### src/rtl/fft4_pkg.sv
// Shared constants for the 4-point real FFT sequencer: FSM encoding, default width, bin order.
package fft4_pkg;

  localparam int W_DEF = 16;

  typedef logic [2:0] state_t;

  localparam state_t ST_IDLE = 3'd0;
  localparam state_t ST_BF1  = 3'd1;
  localparam state_t ST_BF2  = 3'd2;
  localparam state_t ST_BF3  = 3'd3;
  localparam state_t ST_OUT  = 3'd4;

  localparam logic [1:0] BIN_X0   = 2'd0;
  localparam logic [1:0] BIN_X1   = 2'd1;
  localparam logic [1:0] BIN_X2   = 2'd2;
  localparam logic [1:0] BIN_X3   = 2'd3;
  localparam logic [1:0] BIN_LAST = BIN_X3;

endpackage

### src/rtl/fft4_bfly.sv
// Radix-2 add/subtract butterfly; combinational, no flow control.
// Computes in W+1 bits, then either wraps to W bits or halves (SCALE=1).
module fft4_bfly #(
  parameter int W     = 16,
  parameter int SCALE = 0
) (
  input  logic [W-1:0] a,
  input  logic [W-1:0] b,
  output logic [W-1:0] sum,
  output logic [W-1:0] diff
);

  logic [W:0] s_ext;
  logic [W:0] d_ext;

  assign s_ext = {a[W-1], a} + {b[W-1], b};
  assign d_ext = {a[W-1], a} - {b[W-1], b};

  assign sum  = (SCALE != 0) ? s_ext[W:1] : s_ext[W-1:0];
  assign diff = (SCALE != 0) ? d_ext[W:1] : d_ext[W-1:0];

endmodule

### src/rtl/fft4_seq_ctrl.sv
// 4-point real FFT on one shared butterfly: load 4 samples, 3 butterfly passes, emit 4 bins.
// Bin 0 valid 3 edges after the 4th sample; output regs hold while out_ready is low.
module fft4_seq_ctrl
  import fft4_pkg::*;
#(
  parameter int W     = W_DEF,
  parameter int SCALE = 0
) (
  input  logic         clk,
  input  logic         rst_n,
  input  logic [W-1:0] in_data,
  input  logic         in_valid,
  output logic         in_ready,
  output logic [W-1:0] out_re,
  output logic [W-1:0] out_im,
  output logic [1:0]   out_idx,
  output logic         out_last,
  output logic         out_valid,
  input  logic         out_ready,
  output logic         busy
);

  state_t       state;
  state_t       state_nxt;
  logic [1:0]   cnt;
  logic [W-1:0] x [4];
  logic [W-1:0] a0, a1, b0, b1, xf0, xf2;
  logic [W-1:0] op_a, op_b, bf_sum, bf_diff;
  logic [W-1:0] neg_b1;
  logic [1:0]   nxt_idx;
  logic [W-1:0] nxt_re, nxt_im;
  logic         accept_in, accept_out;

  assign accept_in  = in_valid & in_ready;
  assign accept_out = out_valid & out_ready;

  // State register
  always_ff @(posedge clk or negedge rst_n) begin
    if (!rst_n) state <= ST_IDLE;
    else        state <= state_nxt;
  end

  // Next-state logic
  always_comb begin
    state_nxt = state;
    case (state)
      ST_IDLE: if (accept_in && cnt == 2'd3) state_nxt = ST_BF1;
      ST_BF1:  state_nxt = ST_BF2;
      ST_BF2:  state_nxt = ST_BF3;
      ST_BF3:  state_nxt = ST_OUT;
      ST_OUT:  if (accept_out && out_last) state_nxt = ST_IDLE;
      default: state_nxt = ST_IDLE;
    endcase
  end

  // State-decoded outputs
  always_comb begin
    in_ready = (state == ST_IDLE);
    busy     = (state != ST_IDLE);
  end

  // Butterfly operand select for each pass
  always_comb begin
    op_a = '0;
    op_b = '0;
    case (state)
      ST_BF1: begin op_a = x[0]; op_b = x[2]; end
      ST_BF2: begin op_a = x[1]; op_b = x[3]; end
      ST_BF3: begin op_a = a0;   op_b = b0;   end
      default: ;
    endcase
  end

  fft4_bfly #(.W(W), .SCALE(SCALE)) u_bfly (
    .a    (op_a),
    .b    (op_b),
    .sum  (bf_sum),
    .diff (bf_diff)
  );

  // Most-negative b1 negates to itself, which is the intended wrap
  assign neg_b1  = '0 - b1;
  assign nxt_idx = out_idx + 2'd1;

  always_comb begin
    nxt_re = xf0;
    nxt_im = '0;
    case (nxt_idx)
      BIN_X1: begin nxt_re = a1;  nxt_im = neg_b1; end
      BIN_X2: begin nxt_re = xf2; nxt_im = '0;     end
      BIN_X3: begin nxt_re = a1;  nxt_im = b1;     end
      default: ;
    endcase
  end

  always_ff @(posedge clk or negedge rst_n) begin
    if (!rst_n) begin
      cnt       <= '0;
      for (int i = 0; i < 4; i++) x[i] <= '0;
      a0        <= '0;
      a1        <= '0;
      b0        <= '0;
      b1        <= '0;
      xf0       <= '0;
      xf2       <= '0;
      out_re    <= '0;
      out_im    <= '0;
      out_idx   <= '0;
      out_last  <= 1'b0;
      out_valid <= 1'b0;
    end else begin
      case (state)
        ST_IDLE: begin
          if (accept_in) begin
            x[cnt] <= in_data;
            cnt    <= (cnt == 2'd3) ? 2'd0 : cnt + 2'd1;
          end
        end
        ST_BF1: begin
          a0 <= bf_sum;
          a1 <= bf_diff;
        end
        ST_BF2: begin
          b0 <= bf_sum;
          b1 <= bf_diff;
        end
        ST_BF3: begin
          xf0       <= bf_sum;
          xf2       <= bf_diff;
          out_re    <= bf_sum;
          out_im    <= '0;
          out_idx   <= BIN_X0;
          out_last  <= 1'b0;
          out_valid <= 1'b1;
        end
        ST_OUT: begin
          if (accept_out) begin
            if (out_last) begin
              out_valid <= 1'b0;
              out_re    <= '0;
              out_im    <= '0;
              out_idx   <= '0;
              out_last  <= 1'b0;
            end else begin
              out_re   <= nxt_re;
              out_im   <= nxt_im;
              out_idx  <= nxt_idx;
              out_last <= (nxt_idx == BIN_LAST);
            end
          end
        end
        default: ;
      endcase
    end
  end

endmodule

### config.mk
export PLATFORM = sky130hd
export DESIGN_NAME = fft4_seq_ctrl
export DESIGN_NICKNAME = d
export VERILOG_FILES = /design/src/rtl/fft4_pkg.sv /design/src/rtl/fft4_bfly.sv /design/src/rtl/fft4_seq_ctrl.sv
export SDC_FILE = /design/constraint.sdc
export NUM_CORES = 1
export LEC_CHECK = 0
export ABC_AREA = 1
export CAP_MARGIN = 20
export CORE_ASPECT_RATIO = 1.2
export CORE_MARGIN = 5
export CORE_UTILIZATION = 55
export CTS_CLUSTER_DIAMETER = 120
export DETAILED_ROUTE_END_ITERATION = 10
export HOLD_SLACK_MARGIN = 0.05
export PLACE_DENSITY_LB_ADDON = 0.12
export SYNTH_ARGS = -nofsm -noshare
export SYNTH_HDL_FRONTEND = slang
export SYNTH_SLANG_ARGS = --single-unit
### constraint.sdc
create_clock -name clk -period 3.3 [get_ports clk]
set_input_delay 0.66 -clock clk [delete_from_list [all_inputs] [get_ports clk]]
set_output_delay 0.66 -clock clk [all_outputs]
set_load 0.005 [all_outputs]
==> out/qor.txt, run 1 <==
Initial Util: 0.554
fraction of registers with async set/reset: 1.00
total wire length: 27.6 mm
setup TNS: 0 ns
Tmin final: 3.09 ns
final hold viol count: 0
Seq/Total Area, Yosys: 0.462
first-pass GRT wire length: 45.4 mm
clock sink total: 198
clk_lat worst skew: 0.43 ns
H-tree depth: 4
WS Path Type: register to register
grt ovf: 0
crit start category: register
drt initial violations: 737
post-route clock period utilization: 0.935
CP required: 3.62 ns
clock-pin transition on the worst setup and hold timing paths: 0.07 ns
Slew @ Worst Pin: 0.900 ns
status: finished with violations
TritonCTS clock tree: yes
Crit path top cell by count: nand2_1
post-synthesis register bit count: 198
crit path DAT: 3.41 ns
n_diodes: 0
post-synth cell types: 41
die height: 163 um
crit path max fanout: 40
crit-path cells: buf_4 > nand3_2 > inv_1 > buf_12 > a22oi_1 > o21a_1 > inv_1 > ha_1 > fa_1 > nand2_1 > nand2_1 > nand2_1 > nand4_1 > nand3_1 > a21oi_1
vias post-DR: 9271
largest cells by area after synthesis: dfrtp_1 46%, nand2_1 13%, o21ai_0 7.4%
number of global-route vias before repair: 8869
synth warn: 0
syn nets: 1437
worst min-delay path class: input pin to async pin
drt wl/cell: 16.3 um
Clock Skew: 0.00571 ns
Synth Instances: 1376
worst stage delay on the critical path: 0.45 ns
Worst Setup End Kind: register
GRT Total Usage: 0.257
slowest CP cell: fa_1
Fmax achieved: 324 MHz
Final Setup Violations: 0
Pre-antenna DRT Iters: 8
die width: 137 um
# hold bufs at CTS: 0
Detail Placement HPWL: 19.9 mm
share of layout cells above drive strength 1: 0.0705
cell area after synthesis: 10700 um^2
I/O Pins: 58
violated checks: DRC
ys flop type: dfrtp_1
area grow syn2layout: 14.2%
# Post-CTS Setup Buffers: 0
max-cap violations: 0
top-count cell post-synth: nand2_1
initial antenna violation count: 0
pins over their slew limit: 0
Synth area leader: dfrtp_1
number of routed nets with antenna violations: 0
Root Driver: clkbuf_16
largest net degree at the start of global routing: 82
FP Rows: 56
clk buf depth: 2
top-area cell type share of the netlist area: 0.462
number of buffers created by CTS: 17
Slew headroom: 0.399
DR vias/cell: 5.47
IO Port Bufs: 57
nets: 1481
RePlAce Congestion: 1.02
RSZ-0062 raised after global routing: no
die area: 22400 um^2
total core area: 19300 um^2
DRC errors left: 1
number of synthesized flops with an enable pin: 0
commonest cells in the synthesized netlist: 371 x nand2_1, 198 x dfrtp_1, 161 x inv_1, 158 x o21ai_0, 93 x nor2_1
Avg Synthesized Cell Area: 7.79 um^2
[through the flow]
stage               utilization  hold slack, ns  setup slack, ns  instances  area, um^2
finish                    0.633           0.237            0.214       1694       12200
global route              0.633           0.291          0.00160       1694       12200
CTS                       0.631           0.278           0.0993       1694       12200
detailed placement        0.600           0.466            0.125       1662       11600
global placement          0.600           0.460            0.163       1662       11600
floorplan                     -           0.364            0.378       1376       10700
[sequential cells by signal, indices dropped and copies added (netlist names), 16 cells and up]
register / count
x: 64
out_im: 16
a1: 16
xf0: 16
b0: 16
out_re: 16
[routing by layer]
metal	wire length, um	vias up	track usage
met3	1280	49	0.0306
met5	0	-	0
li1	-	4541	-
met2	13300	277	0.421
met1	12500	4404	0.357
met4	592	0	0.0830
[logic make-up (layout without fill, tap and decap cells)]
kind of cell	after synthesis	after routing	synth area share
simple gates	604	604	0.235
xor+xnor	11	11	0.00899
buf+inv	231	288	0.0858
compound gates	280	280	0.147
mux	11	11	0.0116
flops	198	198	0.462
fa+ha+maj	41	41	0.0493
[layout by cell type (no fill, tap or decap), drive strengths merged]
cell type,Yosys,routed
a211oi,1,1
a21boi,2,2
a21o,3,3
a21oi,59,59
a22oi,19,19
a31oi,1,1
a32o,1,1
and2,5,5
buf,33,31
bufinv,0,3
clkbuf,30,22
clkdlybuf4s50,0,56
clkinv,1,5
clkinvlp,0,1
dfrtp,198,198
fa,2,2
ha,39,39
inv,167,170
mux2,11,11
nand2,376,376
nand2b,1,1
nand3,87,87
nand3b,5,5
nand4,14,14
nor2,101,101
nor3,13,13
o211ai,6,6
o21a,3,3
o21ai,159,159
o21bai,10,10
o221ai,15,15
o22a,1,1
or2,2,2
xnor2,2,2
xor2,9,9
[worst max-delay path, delay by kind of cell (launching register included)]
kind | cells | cell delay (ns)
AND/OR/NAND/NOR | 6 | 0.96
adder cells (fa/ha/maj) | 2 | 0.69
buffers and inverters | 4 | 0.48
AO/OA/AOI/OAI | 3 | 0.46
flip-flops | 1 | 0.37
[repair_timing]
action	in CTS	in global routing
gates resized for setup	0	9
endpoints found under the setup margin	0	27
hold endpoints to repair	0	0
[final cells by class]
| cell class | instances | area [um^2] |
|---|---|---|
| clock buffer | 21 | 450 |
| clock inverter | 11 | 148 |
| fill | 1770 | 7100 |
| inverter | 168 | 633 |
| multi-input combinational | 947 | 4880 |
| sequential | 198 | 4950 |
| tap | 261 | 327 |
| timing repair buffer | 88 | 845 |
[final timing paths]
| path | cells after the start | slack, ns | to | startpoint |
|---|---|---|---|---|
| worst max-delay path | 15 | 0.21 | out_re[12] | state[0] |
| worst min-delay path | 1 | 0.24 | out_im[1] | rst_n |
| worst max register to register | 15 | 0.21 | out_re[12] | state[0] |
| worst min register to register | 2 | 0.48 | xf0[7] | xf0[7] |
| max in group asynchronous | 2 | 2.20 | x[11] | rst_n |
| min in group clk | 2 | 0.48 | xf0[7] | xf0[7] |
Power of run 1 is not shown: default switching activity piles up to over one toggle a cycle in this logic, so the estimate is an artifact.
==> inputs of run 2 (changes only) <==
CORE_MARGIN = 4   (was 5)
CORE_UTILIZATION = 40   (was 55)
==> run 2 against run 1 <==
Effect of this change:
- the flow now finishes without violations
- non-clock buffer count up 18
- first-iteration DRC count fell by 1.9%
- hold slack improved by 0.011 ns
- sequential share of layout area is 0.98 points lower
- highest routed layer unchanged
==> out/qor.txt, run 2 (synthesized netlist as in run 1, its figures left out) <==
pre-CTS WS: 0.0177 ns (-0.107 ns)
IO Port Bufs: 57 (unchanged)
GRT met1 Usage: 0.285 (-0.0721)
die area: 29500 um^2 (+32%)
nets: 1500 (+1.3%)
Detail Placement HPWL: 21.7 mm (+9.1%)
die height: 187 um (+15%)
worst reg2reg startpoint: state[1]
number of buffers created by CTS: 17 (unchanged)
Reg area: 4960 um^2 (about the same)
crit start category: register
initial antenna violation count: 0 (unchanged)
commonest non-fill, non-tap cell in the layout: nand2_1
total wire length: 29.6 mm (+7.3%)
Initial Util: 0.407 (-0.147)
crit path max fanout: 24 (-40%)
H-tree depth: 4 (unchanged)
Fmax achieved: 323 MHz (-0.41%)
WS Path Type: register to register
DRC errors left: 0 (-1)
CP required: 3.62 ns (about the same)
die width: 157 um (+15%)
most frequent cells in the layout: 370 x nand2_1, 197 x dfrtp_1, 160 x inv_1, 157 x o21ai_0, 91 x nor2_1
clock-pin transition on the worst setup and hold timing paths: 0.08 ns (about the same)
Pre-antenna DRT Iters: 7 (-1)
Slew headroom: 0.401 (+0.00162)
clk buf depth: 2 (unchanged)
GRT Total Usage: 0.204 (-0.0531)
number of routed nets with antenna violations: 0 (unchanged)
I/O Pins: 58 (unchanged)
Tmin final: 3.10 ns (+0.0128 ns)
TritonCTS clock tree: yes
pins over their slew limit: 0 (unchanged)
hold_ws: 0.248 ns (+0.0105 ns)
Root Driver: clkbuf_16
FF-to-FF End: a0[12]
R2R Setup Slk: 0.20 ns (about the same)
clock sink total: 198 (unchanged)
clk_lat worst skew: 0.45 ns (+0.02 ns)
FP Rows: 65 (+16%)
RePlAce Congestion: 0.960 (-6.1%)
drt initial violations: 723 (-1.9%)
multi-input logic area: 4940 um^2 (+1.2%)
grt ovf: 0 (unchanged)
worst stage delay on the critical path: 0.46 ns (about the same)
Slew @ Worst Pin: 0.898 ns (-0.00243 ns)
RSZ-0062 raised after global routing: yes
DR vias/cell: 5.11 (-6.7%)
status: complete, no violations
worst min-delay path class: input pin to async pin
crit-path cells: inv_2 > nor2_2 > inv_4 > buf_4 > o21a_1 > inv_1 > ha_1 > fa_2 > nand2_1 > nand2_1 > nand2_1 > nand4_1 > buf_4 > nand3_1 > o21ai_0
Reg with most FFs: x
largest net degree at the start of global routing: 86 (+4.9%)
max-cap violations: 0 (unchanged)
M2 GR Usage: 0.331 (-0.0898)
number of fill cells in the layout: 2638 (+49%)
Clock Skew: 0.0163 ns (+0.0106 ns)
vias post-DR: 9125 (-1.6%)
area grow syn2layout: 17.1%
Final Worst Setup Slack: 0.202 ns (-0.0128 ns)
first-pass GRT wire length: 48.1 mm (+5.8%)
drt wl/cell: 16.6 um (+1.7%)
post-route clock period utilization: 0.939 (+0.00388)
Worst Setup End Kind: register
crit path DAT: 3.42 ns (about the same)
final hold viol count: 0 (unchanged)
number of global-route vias before repair: 8876 (+0.079%)
busiest grt layer: met2
share of layout cells above drive strength 1: 0.0944 (+0.0239)
slowest CP cell: dfrtp_2
Final Setup Violations: 0 (unchanged)
GR Util met3: 0.0289 (-0.00166)
R2R depth: 15 (unchanged)
n_diodes: 0 (unchanged)
total core area: 26400 um^2 (+36%)
Crit path top cell by count: nand2_1
max reg flops: 64 (unchanged)
run 2: changes by cell type in the layout (fill, tap and decap cells not counted), moves of 2 or more:
cell        previous run  this run
nor3_2                 2         5
nor3_1                11         8
buf_4                 28        44
o221ai_1              14        12
clkinv_4               1         3
o221ai_2               1         3
ha_1                  38        34
bufinv_16              3         1
clkbuf_1               3         1
clkinv_2               3         0
clkinvlp_4             1         3
ha_2                   1         5
inv_8                  0         5
run 2: critical path, delay by kind of cell, from the launching register on:
kind                       cells  cell delay, ns
buffers and inverters          5            0.91
and+or+nand+nor                6            0.73
adders and majority gates      2            0.62
DFF                            1            0.46
AOI/OAI and AO/OA              2            0.24
run 2: layer usage:
metal	share of wire	routed length [um]
met5	0	0
met2	0.47	13900
met1	0.47	14000
met4	0.022	652
met3	0.035	1030
run 2: what timing repair did:
item | 4_1_cts | 5_1_grt
endpoints found under the setup margin | 0 | 71
setup buffers | 0 | 7
hold buffers | 0 | 0
gates resized for setup | 0 | 28
endpoints found under the hold margin | 0 | 0
run 2: worst max-delay path by stage:
stage	slack, ns	cells after the start	to	from
floorplan	0.38	15	b1[9]	state[0]
global placement	0.07	14	b0[8]	state[1]
detailed placement	0.02	14	a0[8]	state[1]
CTS	0.002	14	a0[8]	state[1]
global route	-0.02	14	out_re[12]	state[0]
finish	0.20	15	a0[12]	state[1]
run 2: area by class of cell:
cell class                      count  share of cell area
Sequential cell                   198               0.395
Multi-Input combinational cell    947               0.394
Timing Repair Buffer              106              0.0794
Inverter                          168              0.0508
Clock buffer                       18              0.0342
Tap cell                          335              0.0334
Clock inverter                     14              0.0129
Timing Repair inverter              1            0.000399
run 2: stage by stage:
| step | cell area (um^2) | utilization | TNS [ns] | instances |
|---|---|---|---|---|
| 3_5_place_dp | 11800 | 0.448 | 0 | 1747 |
| 4_1_cts | 12400 | 0.470 | 0 | 1779 |
| 2_1_floorplan | 10700 | - | 0 | 1376 |
| 6_report | 12500 | 0.476 | 0 | 1787 |
| 5_1_grt | 12500 | 0.476 | -0.0274 | 1787 |
| 3_3_place_gp | 11800 | 0.448 | 0 | 1747 |
Power of run 2 is left out for the same reason.
==> inputs of run 3 (changes only) <==
GPL_TIMING_DRIVEN = 0   (was not set)
==> run 3 against run 2 <==
Effect of this change:
- first-iteration DRC count down 4.1%
- clock skew is essentially flat
- via count up 2.7%
- utilization up 0.76 points
- wire length rose by 16%
- critical path type unchanged
==> out/qor.txt, run 3 (synthesized netlist as in run 1, its figures left out) <==
max reg flops: 64 (unchanged)
crit path DAT: 3.49 ns (+0.07 ns)
FF-to-FF End: b1[12]
total wire length: 34.2 mm (+16%)
share of layout cells above drive strength 1: 0.113 (+0.0184)
Initial Util: 0.407 (unchanged)
number of routed nets with antenna violations: 0 (unchanged)
FP Rows: 65 (unchanged)
DRC errors left: 0 (unchanged)
Slew headroom: 0.499 (+0.0982)
Reg with most FFs: x
largest net degree at the start of global routing: 109 (+27%)
number of fill cells in the layout: 2671 (+1.3%)
drt initial violations: 693 (-4.1%)
hold_ws: 0.176 ns (-0.0716 ns)
status: complete, no violations
Tmin final: 3.16 ns (+0.0648 ns)
Worst Setup End Kind: register
crit path max fanout: 10 (-58%)
Slew @ Worst Pin: 0.752 ns (-0.146 ns)
number of buffers created by CTS: 17 (unchanged)
H-tree depth: 4 (unchanged)
crit start category: register
RSZ-0062 raised after global routing: yes
area grow syn2layout: 19.0%
die height: 187 um (unchanged)
RePlAce Congestion: 0.938 (-2.3%)
WS Path Type: register to register
IO Port Bufs: 57 (unchanged)
initial antenna violation count: 0 (unchanged)
final instance area: 12700 um^2 (+1.6%)
vias post-DR: 9368 (+2.7%)
R2R depth: 16 (+1)
Detail Placement HPWL: 26.1 mm (+20%)
DR vias/cell: 5.18 (+1.5%)
first-pass GRT wire length: 53.9 mm (+12%)
n_diodes: 0 (unchanged)
slowest CP cell: dfrtp_1
die width: 157 um (unchanged)
clk_lat worst skew: 0.45 ns (about the same)
commonest non-fill, non-tap cell in the layout: nand2_1
clk buf depth: 2 (unchanged)
Clock Skew: 0.0166 ns (+0.000254 ns)
drt wl/cell: 18.9 um (+14%)
max-cap violations: 0 (unchanged)
Root Driver: clkbuf_16
grt ovf: 0 (unchanged)
Pre-antenna DRT Iters: 6 (-1)
pins over their slew limit: 0 (unchanged)
TritonCTS clock tree: yes
worst reg2reg startpoint: state[0]
most frequent cells in the layout: 367 x nand2_1, 197 x dfrtp_1, 160 x inv_1, 153 x o21ai_0, 82 x nand3_1
CP required: 3.63 ns (about the same)
clock sink total: 198 (unchanged)
worst stage delay on the critical path: 0.36 ns (-0.10 ns)
total core area: 26400 um^2 (unchanged)
worst min-delay path class: input pin to async pin
die area: 29500 um^2 (unchanged)
setup TNS: 0 ns (unchanged)
Final Setup Violations: 0 (unchanged)
# hold bufs at CTS: 0 (unchanged)
Fmax achieved: 316 MHz (-2.0%)
final hold viol count: 0 (unchanged)
crit-path cells: clkbuf_4 > nand3_2 > buf_6 > inv_1 > buf_6 > nand2_1 > inv_1 > nor3_1 > ha_1 > clkbuf_4 > a21o_1 > a21oi_1 > nand3_1 > nor2_1 > nand3b_1 > o21ai_0
number of global-route vias before repair: 9453 (+6.5%)
post-route clock period utilization: 0.959 (+0.0196)
GRT Total Usage: 0.237 (+0.0332)
clock-pin transition on the worst setup and hold timing paths: 0.08 ns (about the same)
nets: 1520 (+1.3%)
DP Area: 11700 um^2 (-0.49%)
I/O Pins: 58 (unchanged)
R2R Setup Slk: 0.14 ns (-0.06 ns)
[run 3: worst max-delay path by stage]
stage / from / endpoint / slack [ns] / cells after the start
after floorplan: state[0] / b1[9] / 0.38 / 15
after global placement: rst_n / x[27] / -7.11 / 1
after detailed placement: state[0] / b1[12] / -0.80 / 17
after CTS: state[0] / out_re[3] / -0.03 / 15
after global routing: state[0] / a0[11] / -0.04 / 19
final: state[0] / b1[12] / 0.14 / 16
[run 3: worst max-delay path, delay by kind of cell, from the launching register on]
family | cells | cell delay, ns
buffers and inverters | 6 | 0.82
and+or+nand+nor | 6 | 1.06
DFF | 1 | 0.36
adders and majority gates | 1 | 0.32
AOI/OAI and AO/OA | 3 | 0.47
[run 3: metal layers]
metal	share of wire	global-route usage
met4	0.018	0.0596
met2	0.51	0.422
met3	0.037	0.0317
met1	0.43	0.302
met5	0	0
[run 3: area by class of cell]
class | count | area [um^2] | share of cell area
multi-input combinational | 947 | 5130 | 0.403
sequential | 198 | 4960 | 0.389
timing repair buffer | 65 | 656 | 0.0514
inverter | 168 | 633 | 0.0497
clock buffer | 19 | 443 | 0.0348
tap | 335 | 419 | 0.0329
buffer | 62 | 347 | 0.0272
clock inverter | 13 | 159 | 0.0125
[run 3: what timing repair did]
action                     in CTS  in global routing
setup endpoints to repair     105                 85
pin swaps                       2                  6
setup buffers                   2                  5
resized for setup              47                 63
[run 3: per-stage QoR]
step / util / setup WS, ns / std cells
after floorplan: - / 0.378 / 1376
after detailed placement: 0.445 / -0.796 / 1769
final: 0.484 / 0.137 / 1807
after CTS: 0.475 / -0.0284 / 1802
after global placement: 0.444 / -7.11 / 1768
after global routing: 0.484 / -0.0424 / 1807
Power of run 3 is left out for the same reason.
